`config.mk`:
```
export PLATFORM = sky130hd
export DESIGN_NAME = voice_allocator
export DESIGN_NICKNAME = d
export VERILOG_FILES = /design/src/rtl/voice_allocator_pkg.sv /design/src/rtl/voice_allocator_rr_free_picker.sv /design/src/rtl/voice_allocator.sv
export SDC_FILE = /design/constraint.sdc
export NUM_CORES = 1
export LEC_CHECK = 0
export BUFFER_PORTS_ARGS = -buffer_cell sky130_fd_sc_hd__buf_2
export CAP_MARGIN = 10
export CORE_AREA = 5 5 62 91
export CTS_CLUSTER_DIAMETER = 50
export DETAILED_ROUTE_END_ITERATION = 8
export DIE_AREA = 0 0 67 96
export GPL_TIMING_DRIVEN = 0
export HOLD_SLACK_MARGIN = 0.1
export PLACE_DENSITY = 0.85
export REMOVE_ABC_BUFFERS = 1
export SLEW_MARGIN = 5
export SYNTH_ARGS = -nofsm -noshare
export SYNTH_HDL_FRONTEND = slang
export SYNTH_SLANG_ARGS = --single-unit
```
`constraint.sdc`:
```
create_clock -name clk -period 2.7 [get_ports clk]
set_clock_uncertainty 0.2 [all_clocks]
set_input_delay 0 -clock clk [delete_from_list [all_inputs] [get_ports clk]]
set_output_delay 0 -clock clk [all_outputs]
set_load 0.01 [all_outputs]
```
`src/rtl/voice_allocator_pkg.sv`:
```
// Shared definitions for the voice allocator: width defaults and FSM state encoding.
package voice_allocator_pkg;

    localparam int unsigned NOTE_WIDTH_DEF     = 6;
    localparam int unsigned DURATION_WIDTH_DEF = 6;

    typedef enum logic {
        VA_RUN   = 1'b0,
        VA_FLUSH = 1'b1
    } va_state_e;

endpackage

```
`src/rtl/voice_allocator_rr_free_picker.sv`:
```
// Round-robin free-voice picker: first free voice at or above rr_ptr, wrapping around.
// Purely combinational.
module voice_allocator_rr_free_picker #(
    parameter int unsigned NUM_VOICES = 3,
    parameter int unsigned PTR_W      = 2
) (
    input  logic [NUM_VOICES-1:0] free,
    input  logic [PTR_W-1:0]      rr_ptr,
    output logic [NUM_VOICES-1:0] sel,
    output logic [PTR_W-1:0]      sel_idx,
    output logic                  any_free
);

    localparam int unsigned SW = PTR_W + 1;

    logic [SW-1:0] cand;

    // Scan offsets from farthest to nearest so the nearest free voice is the last write.
    always_comb begin
        sel      = '0;
        sel_idx  = '0;
        any_free = 1'b0;
        cand     = '0;
        for (int k = NUM_VOICES - 1; k >= 0; k--) begin
            cand = {1'b0, rr_ptr} + SW'(k);
            if (cand >= SW'(NUM_VOICES)) begin
                cand = cand - SW'(NUM_VOICES);
            end
            if (free[cand[PTR_W-1:0]]) begin
                sel                     = '0;
                sel[cand[PTR_W-1:0]]    = 1'b1;
                sel_idx                 = cand[PTR_W-1:0];
                any_free                = 1'b1;
            end
        end
    end

endmodule

```
`src/rtl/voice_allocator.sv`:
```
// Voice allocator: schedules sequencer notes onto NUM_VOICES note players round-robin.
// Optional build macro VOICE_STEAL_EN: when every voice is busy, steal the voice at rr_ptr
// instead of stalling the sequencer.
module voice_allocator
    import voice_allocator_pkg::*;
#(
    parameter int unsigned NUM_VOICES     = 3,
    parameter int unsigned NOTE_WIDTH     = NOTE_WIDTH_DEF,
    parameter int unsigned DURATION_WIDTH = DURATION_WIDTH_DEF
) (
    input  logic                               clk,
    input  logic                               reset,
    input  logic                               flush,
    input  logic                               req_valid,
    output logic                               req_ready,
    input  logic [NOTE_WIDTH-1:0]              req_note,
    input  logic [DURATION_WIDTH-1:0]          req_duration,
    input  logic [NUM_VOICES-1:0]              voice_done,
    output logic [NUM_VOICES-1:0]              voice_load,
    output logic [NUM_VOICES-1:0]              voice_kill,
    output logic [NUM_VOICES*NOTE_WIDTH-1:0]   voice_note,
    output logic [NUM_VOICES*DURATION_WIDTH-1:0] voice_duration,
    output logic [NUM_VOICES-1:0]              busy,
    output logic                               all_idle
);

    localparam int unsigned PTR_W = (NUM_VOICES > 1) ? $clog2(NUM_VOICES) : 1;

    va_state_e                          state_q, state_d;
    logic [NUM_VOICES-1:0]              busy_q, busy_d;
    logic [PTR_W-1:0]                   rr_ptr_q, rr_ptr_d;
    logic [NUM_VOICES-1:0]              load_q, load_d;
    logic [NUM_VOICES-1:0]              kill_q, kill_d;
    logic [NUM_VOICES*NOTE_WIDTH-1:0]   note_q, note_d;
    logic [NUM_VOICES*DURATION_WIDTH-1:0] dur_q, dur_d;

    logic [NUM_VOICES-1:0] free;
    logic [NUM_VOICES-1:0] pick_sel, sel;
    logic [PTR_W-1:0]      pick_idx, sel_idx;
    logic                  any_free, steal, in_run, accept, load_go;

    // A done pulse frees its voice in the same cycle it arrives.
    assign free   = ~busy_q | voice_done;
    assign in_run = (state_q == VA_RUN);

    voice_allocator_rr_free_picker #(
        .NUM_VOICES (NUM_VOICES),
        .PTR_W      (PTR_W)
    ) u_rr_free_picker (
        .free     (free),
        .rr_ptr   (rr_ptr_q),
        .sel      (pick_sel),
        .sel_idx  (pick_idx),
        .any_free (any_free)
    );

`ifdef VOICE_STEAL_EN
    // With nothing free, the voice at rr_ptr is the oldest allocation and gets stolen.
    assign steal     = ~any_free;
    assign sel       = any_free ? pick_sel : ({{(NUM_VOICES-1){1'b0}}, 1'b1} << rr_ptr_q);
    assign sel_idx   = any_free ? pick_idx : rr_ptr_q;
    assign req_ready = in_run;
`else
    assign steal     = 1'b0;
    assign sel       = pick_sel;
    assign sel_idx   = pick_idx;
    assign req_ready = in_run & any_free;
`endif

    assign accept  = req_valid & req_ready;
    assign load_go = accept & (|req_duration);

    // Next-state: allocation in RUN, one-cycle kill-all on entry to FLUSH.
    always_comb begin
        state_d  = state_q;
        busy_d   = busy_q;
        rr_ptr_d = rr_ptr_q;
        load_d   = '0;
        kill_d   = '0;
        note_d   = note_q;
        dur_d    = dur_q;
        unique case (state_q)
            VA_RUN: begin
                if (flush) begin
                    // Any accept in this cycle is dropped: no load, no busy set.
                    state_d  = VA_FLUSH;
                    kill_d   = busy_q;
                    busy_d   = '0;
                    rr_ptr_d = '0;
                end else begin
                    busy_d = busy_q & ~voice_done;
                    if (load_go) begin
                        busy_d   = busy_d | sel;
                        load_d   = sel;
                        kill_d   = steal ? sel : '0;
                        rr_ptr_d = (sel_idx == PTR_W'(NUM_VOICES - 1)) ? '0 : sel_idx + 1'b1;
                        for (int i = 0; i < NUM_VOICES; i++) begin
                            if (sel[i]) begin
                                note_d[i*NOTE_WIDTH +: NOTE_WIDTH]        = req_note;
                                dur_d[i*DURATION_WIDTH +: DURATION_WIDTH] = req_duration;
                            end
                        end
                    end
                end
            end
            VA_FLUSH: begin
                busy_d = '0;
                if (!flush) begin
                    state_d = VA_RUN;
                end
            end
            default: state_d = VA_RUN;
        endcase
    end

    // State and registered outputs with synchronous active-low reset.
    always_ff @(posedge clk) begin
        if (!reset) begin
            state_q  <= VA_RUN;
            busy_q   <= '0;
            rr_ptr_q <= '0;
            load_q   <= '0;
            kill_q   <= '0;
            note_q   <= '0;
            dur_q    <= '0;
        end else begin
            state_q  <= state_d;
            busy_q   <= busy_d;
            rr_ptr_q <= rr_ptr_d;
            load_q   <= load_d;
            kill_q   <= kill_d;
            note_q   <= note_d;
            dur_q    <= dur_d;
        end
    end

    assign busy           = busy_q;
    assign voice_load     = load_q;
    assign voice_kill     = kill_q;
    assign voice_note     = note_q;
    assign voice_duration = dur_q;
    assign all_idle       = (busy_q == '0) & (load_q == '0) & in_run;

endmodule

```
==> results of run 1 <==
[per-layer routing]
metal | GRT usage (%) | vias up
met3 | 5.14 | 16
met4 | 7.95 | 0
met1 | 22.7 | 1095
li1 | - | 1134
met2 | 34.1 | 91
met5 | 0 | -
[worst paths after layout]
path                     startpoint           endpoint  slack [ps]  cells past startpoint
setup / recovery        rr_ptr_q[0]  voice_duration[1]         180                      9
hold reg to reg   voice_duration[9]  voice_duration[9]         260                      2
hold / removal            req_valid      voice_load[1]         150                      5
setup reg to reg        rr_ptr_q[0]  voice_duration[1]         180                      9
[worst min-delay path, stage by stage]
cell and delay [ps]:
buf_2 100, o31a_1 140, and2_4 180, nand2_1 110
nor2_1 60
[power by group]
group | leakage, nW | total, mW | switching, mW | internal (mW)
registers | 0.389 | 0.751 | 0.0170 | 0.734
logic | 0.861 | 0.240 | 0.139 | 0.101
clock network | 0.0552 | 0.505 | 0.230 | 0.275
total | 1.30 | 1.50 | 0.385 | 1.11
[registers in the layout (all words and copies together) (netlist names)]
signal / flops
voice_kill: 3
voice_note: 18
rr_ptr_q: 2
busy: 3
state_q: 1
voice_duration: 18
voice_load: 3
[per-stage QoR]
| stage | instances | hold slack (ps) |
|---|---|---|
| after floorplan | 262 | -82.3 |
| after global placement | 393 | 98.1 |
| after detailed placement | 394 | 103 |
| after CTS | 420 | 133 |
| after global routing | 421 | 178 |
| final | 421 | 147 |
[final cells by class]
type                            instances  area, um^2  share of cell area [%]
Tap cell                               66        82.6                    2.72
Clock buffer                            6        72.6                    2.39
Sequential cell                        48         961                    31.6
Timing Repair Buffer                   85         519                    17.1
Clock inverter                          2        35.0                    1.15
Multi-Input combinational cell        210        1350                    44.5
Inverter                                4        15.0                   0.494
[cells by family after synthesis]
group           Yosys count  synth area share (%)
simple gates            134                  26.4
flops                    48                  40.3
compound gates           46                  15.5
mux                      25                  10.5
buf+inv                  24                  4.77
fa+ha+maj                 5                  2.52
[synth_stat cells (all sizes together) (2+ instances only)]
cell	instances	area, um^2
dfxtp	48	961
o211ai	12	90.1
o31a	3	26.3
nand3b	2	15.0
mux2i	25	250
clkbuf	11	41.3
o2111ai	2	17.5
and2	8	52.6
a21oi	4	20.0
buf	9	57.6
inv	4	15.0
nand2	60	233
or4	2	15.0
and3	4	25.0
a32oi	12	105
nor2	24	90.1
o21ai	4	20.0
nor3b	3	27.5
nand2b	2	12.5
ha	4	50.1
nor2b	5	31.3
nor3	3	15.0
nand3	17	85.1
[what timing repair did]
item | CTS | global route
hold endpoints to repair | 42 | 0
setup buffers | 2 | 1
setup endpoints to repair | 27 | 37
pin swaps | 1 | 1
resized for setup | 3 | 8
hold buffers | 16 | 0
==> results.toml, run 1 <==
[timing]
fmax_mhz = 397
rsz0062_at_grt = "false"
slew-limit-headroom_pct = 25.0
finalCriticalPeriod_ps = 2520
hold_viol = 0
final.setup.worst_slack_ps = 181
tns_ps = 0
setup_violations = 0
worstMarginPinSlew_ps = 1130
drv_slew = 0
fin_crit_sh_pct = 93.3

[clock_tree]
clk_latency_ps = 290
clockBufferDepth = 2
h-tree-depth = 2
cts_sinks = 48
numCtsBuffers = 5
cts_root_buffer = "clkbuf_8"
cts.clk_slew.worst_paths_ps = 90
tritoncts = "done"

[route]
wl_met2_um = 3190
wl_um = 6190
ant_nets = 0
viasPerCell = 5.55
wl_per_cell_um = 14.7
drt-pass1-iter-count = 4
wl_met3_um = 412
via_count = 2336
top_layer_used = "met4"
drcViolationCount = 0
met1Wirelength_um = 2410
drtIter0Drc = 92

[global_routing]
grt_max_degree = 69
overflow = 0
grtUsageTotal_pct = 19.7
grt_first_pass_wirelength_um = 9980
antenna_found_initial = 0
grt_pass1_vias = 2219

[worst_setup_path]
slowest_delay_ps = 440
critPathLaunchType = "flop"
critPathKind = "flop to flop"
critPathRequiredTime_ps = 2680
cp_cell_sequence = "inv_1 > ha_2 > nor2b_1 > nand2_1 > or3_1 > o2111ai_1 > a41oi_4 > buf_4 > mux2i_1"
endpoint_kind = "flop"
cp_max_fo = 11
cp_slowest_cell = "ha_2"
crit_family = "simple AND/OR/NAND/NOR gates"
cp.arrival_ps = 2500
crit_buf_inv = 2

[layout]
fin_area_um2 = 3040
area_growth_pct = 27.3
fillerInstances = 406
fin_nets = 377
drive_above_1_share_pct = 25.4
final_common_cell = "buf_2"
diodes = 0
mostFrequentLayoutCells = "buf_2, nand2_1, dfxtp_1"
utilization_pct = 63.7

[yosys]
synth-edff-count = 0
synth_cells = 282
ys_ff_latch = 48
syn_area_per_cell_um2 = 8.46
ys_seq_area_share_pct = 40.3
synth.cell_area_um2 = 2390
ys.flop_type = "dfxtp_1"
ys_async_sr_fraction_pct = 0
yosysWarnings = 0
yosysUniqueCellTypes = 42

[power]
ir_drop_mv = 0.436
powerDensity_nw_per_um2 = 493
fin_total_pwr_mw = 1.50
p_leak_nw = 1.30

[flow_run]
maxCapViolations = 0

[die]
core_um2 = 4770
num_rows = 31
io_pins = 66
die-width_um = 67
dieArea_um2 = 6430
start_util_pct = 50.0
fp.dieH_um = 96

[placed_design]
hpwl_um = 4090
pre_cts_slack_ps = -159
gp_congestion = 0.887
dpl_cell_area_um2 = 2710
io_buffer_count = 65

[worst_hold_path]
hp-class = "primary input to flop"

[outcome]
status = "finished, final reports clean"
Power figures use the tool's default switching activity.
==> run 2, diff against run 1 <==
--- a/config.mk
+++ b/config.mk
@@ -7,13 +7,13 @@
 export LEC_CHECK = 0
 export BUFFER_PORTS_ARGS = -buffer_cell sky130_fd_sc_hd__buf_2
 export CAP_MARGIN = 10
-export CORE_AREA = 5 5 62 91
+export CORE_AREA = 5 5 79 118
 export CTS_CLUSTER_DIAMETER = 50
 export DETAILED_ROUTE_END_ITERATION = 8
-export DIE_AREA = 0 0 67 96
+export DIE_AREA = 0 0 84 123
 export GPL_TIMING_DRIVEN = 0
 export HOLD_SLACK_MARGIN = 0.1
-export PLACE_DENSITY = 0.85
+export PLACE_DENSITY = 0.58
 export REMOVE_ABC_BUFFERS = 1
 export SLEW_MARGIN = 5
 export SYNTH_ARGS = -nofsm -noshare
==> run 2 against run 1 <==
  * Combinational power hardly changed
  * Global-route usage is 7.3 points lower
  * Sequential cell count stayed put
  * Die area is 61% higher
  * Non-clock buffer count stayed put
  * Cell count is 9.7% higher
  * Sequential share of layout area is 1.1 points lower
  * Worst hold slack better by 66 ps
==> results.toml, run 2 (synthesized netlist as in run 1, its figures left out) <==
[worst_setup_path]
r2r_end = "voice_note[10]"
ff2ff_path_depth = 9
cp.arrival_ps = 2560
crit_start = "req_duration[0]"
r2r_start = "rr_ptr_q[1]"
slowest_delay_ps = 570
crit_end = "voice_duration[2]"
cp_num_cells = 9
critPathKind = "primary input to flop"
endpoint_kind = "flop"
critPathRequiredTime_ps = 2710
crit_family = "buffers and inverters"
cp_slowest_cell = "or4_1"
cp_cell_sequence = "dlygate4sd3_1 > buf_2 > or4_1 > o31a_1 > nand2_8 > nor3_1 > a41oi_4 > buf_4 > mux2i_1"
rrSetupSlack_ps = 190
crit_buf_inv = 3
critPathLaunchType = "primary input"
cp_max_fo = 26

[placed_design]
hpwl_um = 4420
pre_cts_slack_ps = -228
io_buffer_count = 65
gp_congestion = 0.815

[layout]
area_growth_pct = 31.9
drive_above_1_share_pct = 24.8
final_common_cell = "buf_2"
mostFrequentLayoutCells = "buf_2, nand2_1, dfxtp_1"
fin_nets = 377
diodes = 0

[die]
io_pins = 66
fp.dieH_um = 123
num_rows = 41
core_um2 = 8210
dieArea_um2 = 10300
die-width_um = 84
start_util_pct = 29.1

[flow_run]
maxCapViolations = 0

[timing]
setup_violations = 0
slew-limit-headroom_pct = 22.7
rsz0062_at_grt = "false"
fmax_mhz = 392
final.setup.worst_slack_ps = 148
fin_crit_sh_pct = 94.5
drv_slew = 0
worstMarginPinSlew_ps = 1160
hold_viol = 0
finalCriticalPeriod_ps = 2550

[route]
via_count = 2297
drtIter0Drc = 121
wl_um = 6400
wl_per_cell_um = 13.8
drcViolationCount = 0
drt-pass1-iter-count = 4
ant_nets = 0
viasPerCell = 4.97

[power]
fin_total_pwr_mw = 1.68
p_leak_nw = 1.33
ir_drop_mv = 0.358
powerDensity_nw_per_um2 = 533

[clock_tree]
clockBufferDepth = 2
numCtsBuffers = 5
clk_latency_ps = 280
h-tree-depth = 2
cts_sinks = 48
cts.clk_slew.worst_paths_ps = 60
tritoncts = "done"
cts_root_buffer = "clkbuf_16"

[outcome]
status = "finished, final reports clean"

[worst_hold_path]
hp-class = "primary input to flop"

[global_routing]
grt_first_pass_wirelength_um = 10400
grt_pass1_vias = 2162
antenna_found_initial = 0
overflow = 0
grtUsageTotal_pct = 12.4
grt_max_degree = 69
-- run 2: layout make-up --
class | count | area, um^2
well taps | 107 | 134
flip-flops and latches | 48 | 961
clock buffers | 6 | 129
fillers | 882 | 5060
inverters | 4 | 15.0
multi-input cells | 210 | 1360
clock inverters | 2 | 35.0
repair buffers | 85 | 519
-- run 2: stage by stage --
step                      instance area, um^2  TNS (ps)  std cells  utilization, %  hold WS, ps
after floorplan                          2290         0        262               -        -82.3
after global placement                   2750    -11570        434            33.5          105
after detailed placement                 2760     -4520        435            33.6          114
after CTS                                3110         0        462            37.9          162
after global routing                     3150         0        462            38.4          240
final                                    3150         0        462            38.4          213
-- run 2: routing by layer --
layer	GRT usage, %	vias to the layer above	wire length, um
met5	0	-	0
met4	4.93	0	108
met3	2.67	6	295
met2	22.6	55	3300
met1	14.1	1093	2690
li1	-	1143	-
-- run 2: how the worst min path moves through the flow --
| stage | cells after the start | slack [ps] | end | start |
|---|---|---|---|---|
| floorplan | 1 | -80 | busy[1] | reset |
| global placement | 3 | 100 | voice_note[0] | req_note[0] |
| CTS | 5 | 160 | voice_load[2] | req_valid |
| finish | 5 | 210 | voice_load[2] | req_valid |
| global route | 5 | 240 | voice_load[0] | req_valid |
| detailed placement | 3 | 110 | voice_note[3] | req_note[3] |
-- run 2: what timing repair did --
| item | in CTS | in global routing |
|---|---|---|
| hold buffers | 16 | 0 |
| endpoints found under the setup margin | 27 | 34 |
| gates resized for setup | 3 | 7 |
| pin swaps | 0 | 1 |
| setup buffers | 3 | 0 |
| endpoints found under the hold margin | 42 | 0 |
| cloned | 0 | 0 |
-- run 2: worst min-delay path: stages --
cell and delay [ps]:
buf_2 100, o31a_1 170, and2_4 200, nand2_1 120
nor2_1 50
-- run 2: power by group --
part	total (mW)	internal, mW	leakage (nW)	switching [mW]
clock	0.686	0.436	0.0808	0.250
combinational	0.240	0.102	0.857	0.138
sequential	0.752	0.735	0.389	0.0170
==> run 3, diff against run 2 <==
--- a/config.mk
+++ b/config.mk
@@ -5,15 +5,15 @@
 export SDC_FILE = /design/constraint.sdc
 export NUM_CORES = 1
 export LEC_CHECK = 0
-export BUFFER_PORTS_ARGS = -buffer_cell sky130_fd_sc_hd__buf_2
+export BUFFER_PORTS_ARGS = -buffer_cell sky130_fd_sc_hd__buf_4
 export CAP_MARGIN = 10
-export CORE_AREA = 5 5 79 118
+export CORE_AREA = 5 5 62 91
 export CTS_CLUSTER_DIAMETER = 50
 export DETAILED_ROUTE_END_ITERATION = 8
-export DIE_AREA = 0 0 84 123
+export DIE_AREA = 0 0 67 96
 export GPL_TIMING_DRIVEN = 0
 export HOLD_SLACK_MARGIN = 0.1
-export PLACE_DENSITY = 0.58
+export PLACE_DENSITY = 0.85
 export REMOVE_ABC_BUFFERS = 1
 export SLEW_MARGIN = 5
 export SYNTH_ARGS = -nofsm -noshare
==> constraint.sdc (replaced) <==
create_clock -name clk -period 2.7 [get_ports clk]
set_clock_uncertainty 0.2 [all_clocks]
set_input_delay 0.135 -clock clk [delete_from_list [all_inputs] [get_ports clk]]
set_output_delay 0.135 -clock clk [all_outputs]
set_load 0.01 [all_outputs]
==> run 3 against run 2 <==
  * Clock-buffer cell count unchanged
  * Sequential cell count did not move
  * Clock power fell by 25%
==> results.toml, run 3 (synthesized netlist as in run 1, its figures left out) <==
[worst_hold_path]
hold_depth = 4
hold_start = "voice_done[2]"
hold-path-endpoint = "busy[2]"
hp-class = "primary input to flop"

[global_routing]
grt_max_degree = 69
grt_pass1_vias = 2152
overflow = 0
antenna_found_initial = 0
grtUsageTotal_pct = 20.1
grt_first_pass_wirelength_um = 10000

[placed_design]
gp_congestion = 0.954
dpl_cell_area_um2 = 2870
io_buffer_count = 65
placed_cells = 394
hpwl_um = 4150

[power]
p_leak_nw = 1.32
ir_drop_mv = 0.323
powerDensity_nw_per_um2 = 479
fin_total_pwr_mw = 1.53

[worst_setup_path]
cp_max_fo = 13
r2r_end = "voice_duration[5]"
ff2ff_path_depth = 9
critPathRequiredTime_ps = 2730
endpoint_kind = "flop"
r2r_start = "rr_ptr_q[0]"
rrSetupSlack_ps = 180
critPathKind = "primary input to flop"
cp.arrival_ps = 2610
critPathLaunchType = "primary input"

[clock_tree]
cts_sinks = 48
tritoncts = "done"
cts_root_buffer = "clkbuf_8"
clk_latency_ps = 300
cts.clk_slew.worst_paths_ps = 80
clockBufferDepth = 2
numCtsBuffers = 5
h-tree-depth = 2

[layout]
mostFrequentLayoutCells = "buf_4, nand2_1, dfxtp_1"
stdcell_count = 420
final_common_cell = "buf_4"
fillerInstances = 405
area_growth_pct = 33.4
multi_input_area_um2 = 1350
regArea_um2 = 961
diodes = 0
fin_nets = 376
fin_area_um2 = 3180
drive_above_1_share_pct = 25.1

[die]
start_util_pct = 50.0
fp.dieH_um = 96
dieArea_um2 = 6430
io_pins = 66
core_um2 = 4770
die-width_um = 67
num_rows = 31

[timing]
hold_viol = 0
setup_violations = 0
slew-limit-headroom_pct = 57.3
worstMarginPinSlew_ps = 640
drv_slew = 0
rsz0062_at_grt = "false"
fmax_mhz = 387
fin_crit_sh_pct = 95.6
finalCriticalPeriod_ps = 2580

[route]
drtIter0Drc = 118
drt-pass1-iter-count = 5
ant_nets = 0
wl_um = 6290
drcViolationCount = 0
via_count = 2318
viasPerCell = 5.52
wl_per_cell_um = 15.0

[outcome]
status = "finished, final reports clean"

[flow_run]
maxCapViolations = 0
## run 3: how the worst max path moves through the flow
stage,slack (ps),cells after the start,endpoint,start
detailed placement,-180,8,busy[2],rr_ptr_q[1]
floorplan,70,7,voice_duration[10],rr_ptr_q[0]
global route,30,9,voice_duration[2],req_duration[0]
global placement,-540,7,voice_duration[10],rr_ptr_q[0]
CTS,7,8,busy[2],rr_ptr_q[1]
finish,120,9,voice_duration[5],req_duration[0]
## run 3: critical path: stages
cell and delay [ps]:
dlygate4sd3_1 540, buf_4 130, or4_1 540, o31a_1 340
nand2_4 210, nor3_1 100, a41oi_4 230, buf_4 190
mux2i_1 190
## run 3: repair_timing
| item | in CTS | in global routing |
|---|---|---|
| hold endpoints to repair | 41 | 0 |
| pin swaps | 0 | 2 |
| gates resized for setup | 3 | 4 |
| buffers inserted | 2 | 2 |
| endpoints found under the setup margin | 33 | 31 |
| gates cloned | 0 | 1 |
| hold buffers | 13 | 0 |
## run 3: area by class of cell
type | count | area share [%]
timing repair buffer | 83 | 21.1
clock inverter | 2 | 1.10
clock buffer | 6 | 2.28
tap | 66 | 2.59
inverter | 4 | 0.472
multi-input combinational | 211 | 42.3
sequential | 48 | 30.2
## run 3: per-layer routing
metal,track usage (%),share of wire (%),routed length [um]
met5,0,0,0
met4,7.11,1.7,106
met3,5.84,6.8,425
met2,35.5,52,3260
met1,22.6,40,2500
## run 3: where the power goes
group          switching (mW)  leakage [nW]  internal (mW)
Combinational           0.139         0.874          0.122
Clock                   0.237        0.0552          0.275
Sequential             0.0185         0.389          0.734
Total                   0.395          1.32           1.13
## run 3: metrics by stage
step	setup WS [ps]	hold slack [ps]	utilization, %	setup TNS [ps]
after floorplan	65.0	52.7	-	0
after global placement	-545	224	59.9	-7910
after detailed placement	-183	224	60.2	-2240
after CTS	6.70	112	66.0	0
after global routing	26.2	123	66.7	0
final	118	126	66.7	0
